===== config.mk =====
export PLATFORM = sky130hd
export DESIGN_NAME = seg_scan_ctrl
export DESIGN_NICKNAME = d
export VERILOG_FILES = /design/src/rtl/seg_pkg.sv /design/src/rtl/seg_nibble_lut.sv /design/src/rtl/seg_scan_ctrl.sv
export SDC_FILE = /design/constraint.sdc
export NUM_CORES = 1
export LEC_CHECK = 0
export BUFFER_PORTS_ARGS = -buffer_cell sky130_fd_sc_hd__buf_2
export CORE_MARGIN = 1
export CORE_UTILIZATION = 30
export CTS_BUF_LIST = sky130_fd_sc_hd__clkbuf_16
export DETAILED_ROUTE_END_ITERATION = 12
export PLACE_DENSITY = 0.59
export SLEW_MARGIN = 20
export SYNTH_ARGS = -nofsm -noshare
export SYNTH_HDL_FRONTEND = slang
export SYNTH_SLANG_ARGS = --single-unit

===== constraint.sdc =====
create_clock -name clk -period 3.5 [get_ports clk]
set_input_delay 0.175 -clock clk [delete_from_list [all_inputs] [get_ports clk]]
set_output_delay 0.175 -clock clk [all_outputs]
set_load 0.02 [all_outputs]

===== src/rtl/seg_pkg.sv =====
// Shared definitions for the seven-segment scan controller: FSM encoding,
// segment bit order and the hex glyph table.
package seg_pkg;

  typedef enum logic {
    S_GAP = 1'b0,
    S_ON  = 1'b1
  } scan_state_t;

  // Segment bit positions inside the 7-bit seg bus: {g,f,e,d,c,b,a}
  localparam int SEG_A = 0;
  localparam int SEG_B = 1;
  localparam int SEG_C = 2;
  localparam int SEG_D = 3;
  localparam int SEG_E = 4;
  localparam int SEG_F = 5;
  localparam int SEG_G = 6;

  localparam logic [6:0] SEG_OFF = 7'b0000000;

  localparam logic [6:0] GLYPH_0 = 7'b0111111;
  localparam logic [6:0] GLYPH_1 = 7'b0000110;
  localparam logic [6:0] GLYPH_2 = 7'b1011011;
  localparam logic [6:0] GLYPH_3 = 7'b1001111;
  localparam logic [6:0] GLYPH_4 = 7'b1100110;
  localparam logic [6:0] GLYPH_5 = 7'b1101101;
  localparam logic [6:0] GLYPH_6 = 7'b1111101;
  localparam logic [6:0] GLYPH_7 = 7'b0000111;
  localparam logic [6:0] GLYPH_8 = 7'b1111111;
  localparam logic [6:0] GLYPH_9 = 7'b1100111;
  localparam logic [6:0] GLYPH_A = 7'b1110111;
  localparam logic [6:0] GLYPH_B = 7'b1111100;
  localparam logic [6:0] GLYPH_C = 7'b0111001;
  localparam logic [6:0] GLYPH_D = 7'b1011110;
  localparam logic [6:0] GLYPH_E = 7'b1111001;
  localparam logic [6:0] GLYPH_F = 7'b1110001;

  function automatic int max_int(input int a, input int b);
    return (a > b) ? a : b;
  endfunction

endpackage


===== src/rtl/seg_nibble_lut.sv =====
// Combinational hex nibble to seven-segment glyph lookup.
module seg_nibble_lut
  import seg_pkg::*;
(
  input  logic [3:0] nibble,
  output logic [6:0] glyph
);

  always_comb begin
    glyph = SEG_OFF;
    case (nibble)
      4'h0: glyph = GLYPH_0;
      4'h1: glyph = GLYPH_1;
      4'h2: glyph = GLYPH_2;
      4'h3: glyph = GLYPH_3;
      4'h4: glyph = GLYPH_4;
      4'h5: glyph = GLYPH_5;
      4'h6: glyph = GLYPH_6;
      4'h7: glyph = GLYPH_7;
      4'h8: glyph = GLYPH_8;
      4'h9: glyph = GLYPH_9;
      4'hA: glyph = GLYPH_A;
      4'hB: glyph = GLYPH_B;
      4'hC: glyph = GLYPH_C;
      4'hD: glyph = GLYPH_D;
      4'hE: glyph = GLYPH_E;
      4'hF: glyph = GLYPH_F;
      default: glyph = SEG_OFF;
    endcase
  end

endmodule


===== src/rtl/seg_scan_ctrl.sv =====
// Time-multiplexed seven-segment scan controller with blanking gaps and
// frame-atomic data update. Optional blink feature under SEG_BLINK_EN.
module seg_scan_ctrl
  import seg_pkg::*;
#(
  parameter int NUM_BYTES    = 2,
  parameter int PRESCALE     = 50000,
`ifdef SEG_BLINK_EN
  parameter int BLINK_FRAMES = 64,
`endif
  parameter int GAP_CYCLES   = 500
) (
  input  logic                     clk,
  input  logic                     rst_n,
`ifdef SEG_BLINK_EN
  input  logic                     blink_en,
`endif
  input  logic                     wr_valid,
  output logic                     wr_ready,
  input  logic [8*NUM_BYTES-1:0]   wr_data,
  input  logic                     blank,
  output logic [6:0]               seg,
  output logic [2*NUM_BYTES-1:0]   an_n,
  output logic                     frame_done
);

  localparam int D    = 2 * NUM_BYTES;
  localparam int DW   = $clog2(D);
  localparam int W    = 8 * NUM_BYTES;
  localparam int TMAX = max_int(PRESCALE, GAP_CYCLES);
  localparam int TW   = (TMAX > 1) ? $clog2(TMAX) : 1;

  scan_state_t   state, state_next;
  logic [TW-1:0] tick, tick_next;
  logic [DW-1:0] dig_idx, dig_next;
  logic [W-1:0]  disp_reg, disp_next;
  logic [W-1:0]  pend_reg, pend_next;
  logic          pend_vld, pend_vld_next;
  logic          wrap;
  logic          dark;
  logic [3:0]    nibble;
  logic [6:0]    glyph;
  logic [6:0]    seg_next;
  logic [D-1:0]  an_next;

  // Valid/ready: a transfer happens on any rising edge where wr_valid and
  // wr_ready are both high. wr_ready is purely a function of registered
  // state (!pend_vld), so it never depends on wr_valid in the same cycle.
  assign wr_ready = !pend_vld;

  // ---------------- state register ----------------
  always_ff @(posedge clk or negedge rst_n) begin
    if (!rst_n) begin
      state    <= S_GAP;
      tick     <= '0;
      dig_idx  <= '0;
      disp_reg <= '0;
      pend_reg <= '0;
      pend_vld <= 1'b0;
    end else begin
      state    <= state_next;
      tick     <= tick_next;
      dig_idx  <= dig_next;
      disp_reg <= disp_next;
      pend_reg <= pend_next;
      pend_vld <= pend_vld_next;
    end
  end

  // ---------------- next-state logic ----------------
  always_comb begin
    state_next = state;
    tick_next  = tick + TW'(1);
    dig_next   = dig_idx;
    wrap       = 1'b0;
    case (state)
      S_GAP: begin
        if (GAP_CYCLES == 0 || tick == TW'(GAP_CYCLES - 1)) begin
          state_next = S_ON;
          tick_next  = '0;
        end
      end
      S_ON: begin
        if (tick == TW'(PRESCALE - 1)) begin
          tick_next  = '0;
          state_next = (GAP_CYCLES == 0) ? S_ON : S_GAP;
          if (dig_idx == DW'(D - 1)) begin
            dig_next = '0;
            wrap     = 1'b1;
          end else begin
            dig_next = dig_idx + DW'(1);
          end
        end
      end
      default: begin
        state_next = S_GAP;
        tick_next  = '0;
      end
    endcase
  end

  // The swap looks at pend_vld before this edge, so a write landing on the
  // wrap edge is held until the following wrap.
  always_comb begin
    disp_next     = disp_reg;
    pend_next     = pend_reg;
    pend_vld_next = pend_vld;
    if (wrap && pend_vld) begin
      disp_next     = pend_reg;
      pend_vld_next = 1'b0;
    end else if (wr_valid && wr_ready) begin
      pend_next     = wr_data;
      pend_vld_next = 1'b1;
    end
  end

`ifdef SEG_BLINK_EN
  localparam int FCW = (2 * BLINK_FRAMES > 1) ? $clog2(2 * BLINK_FRAMES) : 1;

  logic [FCW-1:0] frame_cnt, frame_cnt_next;

  always_comb begin
    frame_cnt_next = frame_cnt;
    if (wrap) begin
      if (frame_cnt == FCW'(2 * BLINK_FRAMES - 1)) frame_cnt_next = '0;
      else                                         frame_cnt_next = frame_cnt + FCW'(1);
    end
  end

  always_ff @(posedge clk or negedge rst_n) begin
    if (!rst_n) frame_cnt <= '0;
    else        frame_cnt <= frame_cnt_next;
  end

  // Uses the post-edge count so the dark phase starts exactly on a frame boundary.
  assign dark = blank || (blink_en && (frame_cnt_next >= FCW'(BLINK_FRAMES)));
`else
  assign dark = blank;
`endif

  // ---------------- output logic ----------------
  // Outputs are registered from the next state so they change on the same
  // edge as the state itself.
  assign nibble = disp_next[{dig_next, 2'b00} +: 4];

  seg_nibble_lut u_lut (
    .nibble (nibble),
    .glyph  (glyph)
  );

  always_comb begin
    seg_next = SEG_OFF;
    an_next  = '1;
    if (state_next == S_ON && !dark) begin
      seg_next          = glyph;
      an_next[dig_next] = 1'b0;
    end
  end

  always_ff @(posedge clk or negedge rst_n) begin
    if (!rst_n) begin
      seg        <= SEG_OFF;
      an_n       <= '1;
      frame_done <= 1'b0;
    end else begin
      seg        <= seg_next;
      an_n       <= an_next;
      frame_done <= wrap;
    end
  end

endmodule


# After elaboration in Yosys (flattened, before gate mapping)
# Memory sizes are Yosys's and may differ from the RTL's.
# Cells that the tools add are included.
[op_classes]
order_cmp = 2
add_sub_neg = 2
muxes = 19
n_eq_ne = 3
shifts = 1
n_reduce_logical = 8
bitwise = 3
[ops]
columns = ["op", "n"]
rows = [
  ["$mux W16", 3],
  ["$pmux W16 S2", 1],
  ["$add A16 B1 Y16 const B", 1],
  ["$eq A16 B16 Y1 const B", 1],
  ["$eq A16 B9 Y1 const B", 1],
  ["$shiftx A16 B5 Y4", 1],
  ["$mux W1", 8],
  ["$mux W7", 1],
  ["$mux W2", 3],
  ["$logic_and A1 B1 Y1", 4],
  ["$mux W4", 1],
  ["$not A4 Y4", 1],
  ["$lt A2 B3 Y1 const B", 1],
  ["$add A2 B1 Y2 const B", 1],
  ["$demux W1 S2", 1],
  ["$eq A2 B2 Y1 const B", 1],
  ["$ge A2 B1 Y1 const B", 1],
  ["$logic_not A1 Y1", 2],
  ["$not A1 Y1", 2],
  ["$pmux W1 S2", 1],
  ["$reduce_and A2 Y1", 1],
  ["$reduce_bool A2 Y1", 1],
]
[totals]
rom_bits = 112
in_bits = 20
register_bits = 64
n_memories = 1
out_inout_bits = 13
wordCells = 48
[memory_table]
columns = ["name", "words", "word_bits", "rd", "rd_ports_with_merged_regs", "write_ports", "line", "text"]
rows = [
  ["(name not given)", 16, 7, 1, 0, 0, "seg_nibble_lut.sv:11", "case (nibble)"],
]

# Depth between registers and ports, before layout
[logic_depth]
ltp_word = 10
depth_mapped = 13
depth_no_buf = 13

# Hierarchy
# A second synthesis with hierarchy kept.
[hier_totals]
cells_unflattened = 241
area_unflattened_um2 = 3021.6
[by_module_without_submodules]
columns = ["module", "area_each_um2", "n_inst", "seq_area_each_um2", "cells_each"]
rows = [
  ["seg_scan_ctrl", 2725.1, 1, 1606.5, 201],
  ["seg_nibble_lut", 296.5, 1, 0.0, 40],
]

# Least setup slack after synthesis
# No wires, ideal clock.
[synth_path]
kind = "register to register"
start = "register tick[10]"
end = "register seg[3]"
setup_time_ns = 0.082
t_required_ns = 3.418
synth_period_minus_slack_ns = 3.651
arrival_time_ns = 3.569
slack_ns = -0.151
path_stages_with_launch = 11
path_buffers = 0
cell_sequence = "dfrtp_1 > or4_4 > nor4_4 > mux2i_2 > clkinv_1 > mux2i_1 > mux2_2 > ha_1 > nor2b_1 > a211o_2 > a31oi_1"
[synth_via]
word_cells_on_any_way = 15
classes_between = "eq/ne: 2; shift: 1; mux: 9; reduce/logical: 2; memory: 1"
[synth_lines]
columns = ["element", "line", "text"]
rows = [
  ["from (decl)", "seg_scan_ctrl.sv:34", "logic [TW-1:0] tick, tick_next;"],
  ["from (signal assigned)", "seg_scan_ctrl.sv:62", "tick <= tick_next;"],
  ["$eq A16 B16 Y1", "seg_scan_ctrl.sv:84", "if (tick == TW'(PRESCALE - 1)) begin"],
  ["$mux W2", "seg_scan_ctrl.sv:84", ""],
  ["$mux W2", "seg_scan_ctrl.sv:76", "case (state)"],
  ["net dig_next[0]", "seg_scan_ctrl.sv:35", "logic [DW-1:0] dig_idx, dig_next;"],
  ["$shiftx A16 B5 Y4", "seg_scan_ctrl.sv:144", "assign nibble = disp_next[{dig_next, 2'b00} +: 4];"],
  ["$mem_v2 Z16 W7", "n/a", ""],
  ["$mux W7", "seg_scan_ctrl.sv:154", "if (state_next == S_ON && !dark) begin"],
  ["net seg_next[3]", "seg_scan_ctrl.sv:43", "logic [6:0] seg_next;"],
  ["to (signal assigned)", "seg_scan_ctrl.sv:166", "seg <= seg_next;"],
  ["to (decl)", "seg_scan_ctrl.sv:22", "output logic [6:0] seg,"],
]
# The timed path passes the listed nets, and every way through them passes these cells.
# A chain may end at the register's enable or synchronous reset.

# Final worst setup path
[layout_path]
start = "register tick[10]"
end = "register seg[0]"
[layout_via]
elab_chain_len = 8
word_cells_on_any_way = 15
classes_between = "eq/ne: 2; shift: 1; mux: 9; reduce/logical: 2; memory: 1"
[layout_lines]
columns = ["element", "line", "text"]
rows = [
  ["$eq A16 B16 Y1", "seg_scan_ctrl.sv:84", ""],
  ["$mux W1", "seg_scan_ctrl.sv:84", ""],
  ["$mux W1", "seg_scan_ctrl.sv:76", ""],
  ["$logic_and A1 B1 Y1", "seg_scan_ctrl.sv:108", "if (wrap && pend_vld) begin"],
  ["$mux W16", "seg_scan_ctrl.sv:108", ""],
  ["net disp_next[4]", "seg_scan_ctrl.sv:36", "logic [W-1:0] disp_reg, disp_next;"],
  ["$shiftx A16 B5 Y4", "seg_scan_ctrl.sv:144", ""],
  ["$mem_v2 Z16 W7", "n/a", ""],
  ["$mux W7", "seg_scan_ctrl.sv:154", ""],
  ["net seg_next[0]", "seg_scan_ctrl.sv:43", ""],
]
# The timed path passes the listed nets, and every way through them passes these cells.

==> metrics.cfg <==
[outcome]
status = complete, no violations

[critical_path]
cp_max_fo = 10
start_kind = register
max_stage_delay_ps = 600
cp-end-kind = register
crit_top_cell = mux2_2
rr_worst_depth = 11
cp_slowest_cell = or4_4
crit_family = simple AND/OR/NAND/NOR gates
critPathLaunch = tick[10]
worstReg2RegStart = tick[10]
path_buf_inv = 2
crit_type = register to register
cp.required_ps = 3770
crit_cells = 11
cp_cell_sequence = or4_4 > nor4_4 > buf_4 > nand2_2 > mux2_2 > mux2i_1 > mux2_2 > inv_1 > ha_1 > o41ai_1 > a211o_1
arrival_ps = 3640

[detailed_routing]
route.detailed.drc = 0
ant_nets = 0
viasPerCell = 4.74
drt_iter0_markers = 90
num_vias = 2062
routedWlPerCell_um = 13.4
wl_um = 5810
drtPass1Iterations = 4

[grt]
grt_first_pass_wirelength_um = 10000
track_usage = 0.129
grt_pass1_vias = 2045
grt_overflow_total = 0
grt_max_degree = 45
antenna_found_initial = 0

[min_path]
worstHoldStart = wr_data[2]
hp-class = input port to register
min_path_cells = 2

[timing]
setup_viol = 0
finClkSkew_ps = 8.48
maxSlewHeadroom = 0.729
grt_setup_unrepaired = no
finalCriticalPeriod_ps = 3370
fin_ws_ps = 128
max_freq_ghz = 0.297
timing.hold.ws_ps = 73.9
tns_ps = 0
worst_pin_slew_ps = 402
slew_viol_final = 0
finalCritPeriodShare = 0.963
hold_violations = 0

[die]
die_area_mm2 = 0.0102
start_util = 0.314
core_region_area_mm2 = 0.00937
die_h_um = 101
rows = 35
io_pins = 33
die_width_um = 101

[clock_network]
cts-htree-levels = 3
insertion_delay_ps = 330
cts_tree = yes
cts.sinks = 64
clk_pin_slew_worst_paths_ps = 60
clock_path_buffers = 2
cts-resized-gates = 0
root_buffer = clkbuf_16
cts-buffers-inserted = 9

[final_layout]
drive_gt1_frac = 0.327
final_cell_count_no_fill = 435
area_delta_synth_final_pct = 23.3
fillers = 940
antennaDiodeCount = 0
finalNetCount = 328

[yosys]
synth_top_family_by_area = simple AND/OR/NAND/NOR gates
yosys.area_share.simple = 0.169
syn-instance-count = 252
synth_common_cells = 60 x dfrtp_1, 27 x mux2_2, 23 x nor2_1, 22 x nand3_1, 19 x nand2_1
synth_top_area_share = 0.510
syn-num-nets = 279
ys_seq_area_frac = 0.545
yosysTopAreaCell = dfrtp_1
synthFlopType = dfrtp_1
async_flop_share = 1.00
synth.most_common_cell = dfrtp_1
synth_compound_area_frac = 0.0544
syn_area_mm2 = 0.00295
synth_seq_cells = 64
avgSynthCellArea_um2 = 11.7
synthAdderAreaFrac = 0.0297
synth-edff-count = 0
synth-xor-area-share = 0.0416
yosys-mux-area-fraction = 0.138
yosysUniqueCellTypes = 46
ys.warnings.count = 0
synth_area_leaders = dfrtp_1 51%, mux2_2 10%, nand3_1 3.7%, dfstp_2 3.6%, mux2i_1 3.1%

[placed_design]
post-dp-hpwl_um = 4180
gp_congestion = 0.781
place_ws_ps = 27.2
io_buffers = 32
dp_cells = 415

[power]
p_leak_nw = 1.79
p_sw_mw = 0.343
ir_drop_mv = 0.210
power_mw = 1.67
p_comb_frac = 0.029
powerDensity_mw_per_mm2 = 460
p_sw_frac = 0.205
seq_power_share = 0.464
clockPowerShare = 0.507
intPower_mw = 1.33

[run]
maxCapViolations = 0

-- layout by cell type (no fill, tap or decap), types with 2 or more instances in the layout --
| cell type | instances |
|---|---|
| dfrtp_1 | 60 |
| buf_2 | 32 |
| mux2_2 | 27 |
| nor2_1 | 23 |
| nand3_1 | 22 |
| nand2_1 | 19 |
| buf_4 | 10 |
| inv_1 | 9 |
| mux2i_1 | 9 |
| clkbuf_16 | 9 |
| xor2_1 | 8 |
| ha_1 | 7 |
| nand4_1 | 6 |
| xnor2_1 | 6 |
| o21ai_0 | 6 |
| and3_1 | 5 |
| nor3_1 | 4 |
| clkinv_2 | 4 |
| dfstp_2 | 4 |
| nor4_1 | 2 |
| nand4b_1 | 2 |
| a31oi_1 | 2 |
| and2_4 | 2 |
| nor2b_1 | 2 |
| a311oi_1 | 2 |
-- per-stage QoR --
step	util	instance area, um^2
2_1_floorplan	-	2960
3_3_place_gp	0.353	3310
3_5_place_dp	0.353	3310
4_1_cts	0.383	3590
5_1_grt	0.388	3630
6_report	0.388	3630
-- path summary, 6_finish.rpt --
path | endpoint | slack, ps
min in group asynchronous | pend_reg[10] | 280
worst min register to register | disp_reg[14] | 460
worst max register to register | seg[0] | 130
max in group asynchronous | disp_reg[6] | 2620
worst min-delay path | pend_reg[2] | 70
worst max-delay path | seg[0] | 130
-- cells by family after synthesis --
kind of cell / Yosys count
simple gates: 95
buf+inv: 14
compound gates: 21
mux: 37
fa+ha+maj: 7
flops: 64
xor+xnor: 14
-- power by group through the flow --
stage | registers [mW] | logic [mW] | clock network (mW)
final | 0.776 | 0.0483 | 0.848
after global routing | 0.779 | 0.0572 | 0.902
after CTS | 0.776 | 0.0470 | 0.869
after detailed placement | 0.788 | 0.0468 | 0
after global placement | 0.787 | 0.0458 | 0
after floorplan | 0.782 | 0.0190 | 0
-- layout make-up --
class / count / area (um^2) / share of cell area
Multi-Input combinational cell: 174 / 1290 / 0.354
Tap cell: 129 / 161 / 0.0444
Clock inverter: 7 / 56.3 / 0.0155
Inverter: 8 / 31.3 / 0.00861
Clock buffer: 9 / 225 / 0.0620
Sequential cell: 64 / 1610 / 0.442
Timing Repair Buffer: 44 / 265 / 0.0730
-- repair_timing --
action	CTS	global route
setup buffers	0	2
endpoints found under the hold margin	0	12
hold buffers	0	1
endpoints found under the setup margin	0	5
-- per-layer routing --
metal  GRT usage  routed length, um  vias to the layer above
met5           0                  0                        -
met4      0.0580                 77                        0
met3      0.0388                263                        4
met2       0.174               2380                       46
met1       0.188               3090                     1013
li1            -                  -                      999
Power figures use the tool's default switching activity.
